==> config.mk <==
export PLATFORM = sky130hd
export DESIGN_NAME = alu_result_packer
export DESIGN_NICKNAME = d
export VERILOG_FILES = /design/src/rtl/alu_result_packer.sv
export SDC_FILE = /design/constraint.sdc
export NUM_CORES = 1
export LEC_CHECK = 0
export CAP_MARGIN = 20
export CORE_ASPECT_RATIO = 1.4
export CORE_MARGIN = 3
export CORE_UTILIZATION = 51
export CTS_CLUSTER_DIAMETER = 200
export DETAILED_ROUTE_END_ITERATION = 8
export PLACE_DENSITY = 0.71
export SYNTH_ARGS = -nofsm -noshare
export SYNTH_HDL_FRONTEND = slang
export SYNTH_SLANG_ARGS = --single-unit
==> constraint.sdc <==
create_clock -name CLK -period 2.2 [get_ports CLK]
set_clock_uncertainty 0.1 [all_clocks]
set_input_delay 0.33 -clock CLK [delete_from_list [all_inputs] [get_ports CLK]]
set_output_delay 0.33 -clock CLK [all_outputs]
set_load 0.02 [all_outputs]
==> src/rtl/alu_result_packer.sv <==
// ALU result packer: buffers 16-bit results, streams them out LSB byte first.
// Optional ALU_PACK_OVF_EN adds a sticky dropped-result flag (OVF/OVF_CLR).
module alu_result_packer #(
  parameter int DATA_WIDTH = 16,
  parameter int BYTE_WIDTH = 8,
  parameter int FIFO_DEPTH = 4
) (
  input  logic                  CLK,
  input  logic                  RST,
  input  logic [DATA_WIDTH-1:0] ALU_OUT,
  input  logic                  OUT_Valid,
  output logic [BYTE_WIDTH-1:0] TX_DATA,
  output logic                  TX_VALID,
  input  logic                  TX_READY,
  output logic                  FIFO_FULL,
  output logic                  BUSY,
  input  logic                  OVF_CLR,
  output logic                  OVF
);

  localparam int NBYTES = DATA_WIDTH / BYTE_WIDTH;
  localparam int AW = $clog2(FIFO_DEPTH);
  localparam int CW = AW + 1;
  localparam int IW = (NBYTES > 1) ? $clog2(NBYTES) : 1;
  localparam logic [CW-1:0] DEPTH_C = CW'(FIFO_DEPTH);
  localparam logic [IW-1:0] LAST_C = IW'(NBYTES - 1);

  typedef enum logic {
    S_IDLE,
    S_SEND
  } state_e;

  state_e state_q, state_d;

  logic [DATA_WIDTH-1:0] mem_q [FIFO_DEPTH];
  logic [AW-1:0] wr_ptr_q, wr_ptr_d;
  logic [AW-1:0] rd_ptr_q, rd_ptr_d;
  logic [CW-1:0] count_q, count_d;
  logic [IW-1:0] idx_q, idx_d;
  logic [DATA_WIDTH-1:0] word_q, word_d;

  logic hs;
  logic last;
  logic not_empty;
  logic full;
  logic pop;
  logic push;
  logic drop;

  assign TX_VALID  = (state_q == S_SEND);
  assign full      = (count_q == DEPTH_C);
  assign FIFO_FULL = full;
  assign BUSY      = (count_q != '0) || (state_q != S_IDLE);

  // Serialiser next state, head pop, and FIFO push/drop decision
  always_comb begin
    state_d   = state_q;
    idx_d     = idx_q;
    word_d    = word_q;
    pop       = 1'b0;
    hs        = TX_VALID && TX_READY;
    last      = (idx_q == LAST_C);
    not_empty = (count_q != '0);
    case (state_q)
      S_IDLE: begin
        if (not_empty) begin
          pop     = 1'b1;
          word_d  = mem_q[rd_ptr_q];
          idx_d   = '0;
          state_d = S_SEND;
        end
      end
      S_SEND: begin
        if (hs) begin
          if (!last) begin
            idx_d = idx_q + IW'(1);
          end else if (not_empty) begin
            pop    = 1'b1;
            word_d = mem_q[rd_ptr_q];
            idx_d  = '0;
          end else begin
            state_d = S_IDLE;
          end
        end
      end
      default: state_d = S_IDLE;
    endcase
    push = OUT_Valid && !RST && (!full || pop);
    drop = OUT_Valid && !RST && full && !pop;
  end

  // Pointer and occupancy bookkeeping
  always_comb begin
    wr_ptr_d = push ? wr_ptr_q + AW'(1) : wr_ptr_q;
    rd_ptr_d = pop ? rd_ptr_q + AW'(1) : rd_ptr_q;
    count_d  = count_q + CW'(push) - CW'(pop);
  end

  // Current byte of the word under transmission; zero when idle
  always_comb begin
    TX_DATA = '0;
    if (state_q == S_SEND) begin
      for (int i = 0; i < NBYTES; i++) begin
        if (idx_q == IW'(i)) begin
          TX_DATA = word_q[i*BYTE_WIDTH +: BYTE_WIDTH];
        end
      end
    end
  end

  // FIFO storage; contents need no reset since pointers define validity
  always_ff @(posedge CLK) begin
    if (push) begin
      mem_q[wr_ptr_q] <= ALU_OUT;
    end
  end

  // Control state register with synchronous reset
  always_ff @(posedge CLK) begin
    if (RST) begin
      state_q  <= S_IDLE;
      wr_ptr_q <= '0;
      rd_ptr_q <= '0;
      count_q  <= '0;
      idx_q    <= '0;
      word_q   <= '0;
    end else begin
      state_q  <= state_d;
      wr_ptr_q <= wr_ptr_d;
      rd_ptr_q <= rd_ptr_d;
      count_q  <= count_d;
      idx_q    <= idx_d;
      word_q   <= word_d;
    end
  end

`ifdef ALU_PACK_OVF_EN
  logic ovf_q, ovf_d;

  // Sticky drop flag; a drop in the same cycle as a clear keeps it set
  always_comb begin
    ovf_d = ovf_q;
    if (OVF_CLR) ovf_d = 1'b0;
    if (drop)    ovf_d = 1'b1;
  end

  // Drop flag register
  always_ff @(posedge CLK) begin
    if (RST) ovf_q <= 1'b0;
    else     ovf_q <= ovf_d;
  end

  assign OVF = ovf_q;
`else
  logic unused_ovf;
  assign unused_ovf = OVF_CLR | drop;
  assign OVF = 1'b0;
`endif

endmodule
==> impl_results.md <==
* Post-layout net count at 307
* Die Span Y at 106.5 um
* CTS Buf Count at 9
* First-pass GRT wire length at 9860 um
* Number of enable flip-flop cells after synthesis at 64
* H-tree levels at 3
* Ant diodes at 0
* Switching Power at 1503 uW
* Layout cells sized above 1 at 21.05%
* Final WL at 5993 um
* Max cap viols at 0
* Library cells used by synthesis at 34
* Drt first pass iters at 6
* CTS clk-pin slew, worst paths at 0.08 ns
* HPWL after DPL at 3962 um
* Outcome: finished, final reports clean
* CTS tree: done
* Required @ worst endpoint at 2.33 ns
* #FFs+latches synth at 91
* Clock Tree Root: clkbuf_8
* Gpl congestion at 0.7369
* Die Footprint at 8287 sq um
* Antenna-violating nets left at 0
* Clock sink count at 91
* Largest vdd supply drop at 0.6269 mV
* Syn_nets at 267
* Startpoint class of the critical path: flip-flop
* Drt via density at 5.355
* Static leakage at 0.001503 uW
* CTS Hold Bufs at 0
* PortBufs at 30
* Clock Power Share at 21.7%
* Clk Latency, worst-skew pair at 0.34 ns
* Mean post-synth cell area at 15.34 sq um
* Primary FF master, synth: edfxtp_1
* Area growth syn-to-layout at 20.22%
* Leading cell types by total area after synthesis: edfxtp_1 52%, dfxtp_1 15%, mux4_2 8.0%
* Final period utilization at 95.40%
* Slew Limit Fails at 0
* Sequential area share after synthesis at 66.89%
* Core footprint at 6982 sq um
* Combinational share of power at 32.8%
* Share of Yosys cell area claimed by the top area cell type at 52.21%
* Crit. End Element: flip-flop
* Area of the multi-input gates at 1139 sq um
* Initial core utilization at 52.72%
* Post-route cell area at 4425 sq um
* Rows at 36
* Crit path DAT at 2.23 ns
* DRC at 0
* Fin crit period at 2.099 ns
* Area leader, netlist: edfxtp_1
* Most common library cells after synthesis: 64 x edfxtp_1, 27 x dfxtp_1, 21 x a21oi_1, 18 x o21ai_0, 16 x nand3_1
* Final Hold Vio Count at 0
* Flop pwr share at 45.4%
* WL/cell at 15.77 um
* Gr usage total at 15.80%
* Slowest stage delay, CP at 0.39 ns
* Int Power at 3407 uW
* Clk buf depth at 2
* Initial DRC count at 152
* Pwr dens at 1110 nW/um^2
* Unrepaired setup endpoints after global routing: no
* Most common cell in the netlist: edfxtp_1
* Yosys warnings at 0
* Sw Ratio at 30.61%
* Hold/Removal Path Class: in -> reg
* Largest net degree at the start of global routing at 29
* Fill cells at 520
* GR Overflow Total at 0
* Die width at 77.80 um
* CP Class: reg -> reg
* Fmax at 0.4765 GHz
* Ys async rst share at 0%
* Crit-path cells: nor3b_4 > a21oi_2 > mux2_2 > ha_2 > fa_2 > xnor2_2 > xnor2_1 > nor2_1
* Placed cell areas at 4210 sq um
* Register Area at 2472 sq um
* Via count of the routed design at 2,035
* Mapped cell area at 3681 sq um
* Setup Viol. Count Final at 0
* Number of antenna violations at the first check in global routing at 0
* Vias in the first global route at 1,979
* Crit path max fanout at 4
* Slowest cell on the critical path: dfxtp_4
* Post-Syn Instances at 240
* Hold_ws at 0.3621 ns
* I/O pin count at 33
-- area by class of cell --
class                   instances  area share [%]
clock buffers                   9           2.799
clock inverters                 7           1.527
inverters                       5          0.4241
multi-input cells             126           25.73
flip-flops and latches         91           55.87
well taps                      95           2.686
repair buffers                 47           10.97
-- critical path: cells and delay by family, from the launching register on --
family	cells	cell delay (ns)
fa+ha+maj	2	0.56
compound gates	1	0.09
mux	1	0.27
flops	1	0.39
simple gates	2	0.29
xor+xnor	2	0.30
-- logic make-up after synthesis --
kind of cell    share of synthesized area [%]
other cells                            0.1019
compound gates                          6.628
mux                                     13.15
flops                                   66.89
fa+ha+maj                               2.243
buf+inv                                 3.603
simple gates                            6.900
xor+xnor                               0.4760
-- routing by layer --
metal  global-route usage, %  vias to the layer above  share of wire (%)
li1                        -                      990                  -
met1                   20.01                     1001                 44
met2                   25.86                       33                 50
met3                   3.729                       11                3.1
met4                   6.870                        0                2.1
met5                       0                        -                  0
-- path summary, 6_finish.rpt --
| kind | start | end | slack, ns | cells past startpoint |
|---|---|---|---|---|
| max | count_q[2]$_SDFF_PP0_ | count_q[2]$_SDFF_PP0_ | 0.10 | 8 |
| min | TX_READY | idx_q$_SDFFE_PP0P_ | 0.36 | 4 |
| max reg2reg | count_q[2]$_SDFF_PP0_ | count_q[2]$_SDFF_PP0_ | 0.10 | 8 |
| min reg2reg | word_q[11]$_SDFFE_PP0P_ | word_q[11]$_SDFFE_PP0P_ | 0.38 | 2 |
-- what timing repair did --
item | in CTS | in global routing
pin swaps | 0 | 4
endpoints found under the setup margin | 2 | 1
setup buffers | 0 | 0
gates resized for setup | 13 | 5
-- power by group through the flow --
stage / registers [uW] / logic (uW) / clock network [uW]
after floorplan: 2210 / 1200 / 0
after global placement: 2250 / 1580 / 0
after detailed placement: 2260 / 1610 / 0
after CTS: 2230 / 1630 / 1100
after global routing: 2260 / 1770 / 1180
final: 2230 / 1610 / 1070
-- cell usage in the layout (no fill, tap or decap), types with 2 or more instances in the layout --
cell | Yosys | final
nor2b_1 | 11 | 11
buf_12 | 1 | 5
o21ai_0 | 18 | 18
a21oi_1 | 21 | 20
mux2i_1 | 9 | 9
buf_4 | 1 | 11
dfxtp_1 | 27 | 23
nor2_1 | 5 | 4
mux4_2 | 13 | 13
nand2b_1 | 2 | 2
clkdlybuf4s50_1 | 0 | 20
mux4_1 | 3 | 3
or3_1 | 2 | 2
clkbuf_8 | 0 | 9
edfxtp_1 | 64 | 64
dfxtp_4 | 0 | 2
and2_1 | 4 | 4
clkinv_1 | 0 | 2
dlygate4sd2_1 | 0 | 9
dfxtp_2 | 0 | 2
mux2_2 | 2 | 2
nand2_1 | 3 | 3
ha_1 | 5 | 4
nand3_1 | 16 | 16
inv_1 | 5 | 5
-- sequential cells by signal, indices dropped and copies added (netlist names), named ones only --
| name | flops |
|---|---|
| TX_VALID | 1 |
| count_q | 3 |
| idx_q | 1 |
| mem_q | 64 |
| rd_ptr_q | 2 |
| word_q | 16 |
| wr_ptr_q | 2 |
-- per-stage QoR --
stage | setup WS (ns) | cells | power (uW) | utilization (%) | setup TNS [ns]
2_1_floorplan | 0.009773 | 240 | 3417 | - | 0
3_3_place_gp | -0.3813 | 364 | 3830 | 60.30 | -0.6083
3_5_place_dp | -0.4254 | 364 | 3866 | 60.30 | -0.7076
4_1_cts | 0.0002791 | 380 | 4962 | 63.24 | 0
5_1_grt | 0.0007749 | 380 | 5213 | 63.39 | 0
6_report | 0.1013 | 380 | 4910 | 63.39 | 0
Power figures use the tool's default switching activity.
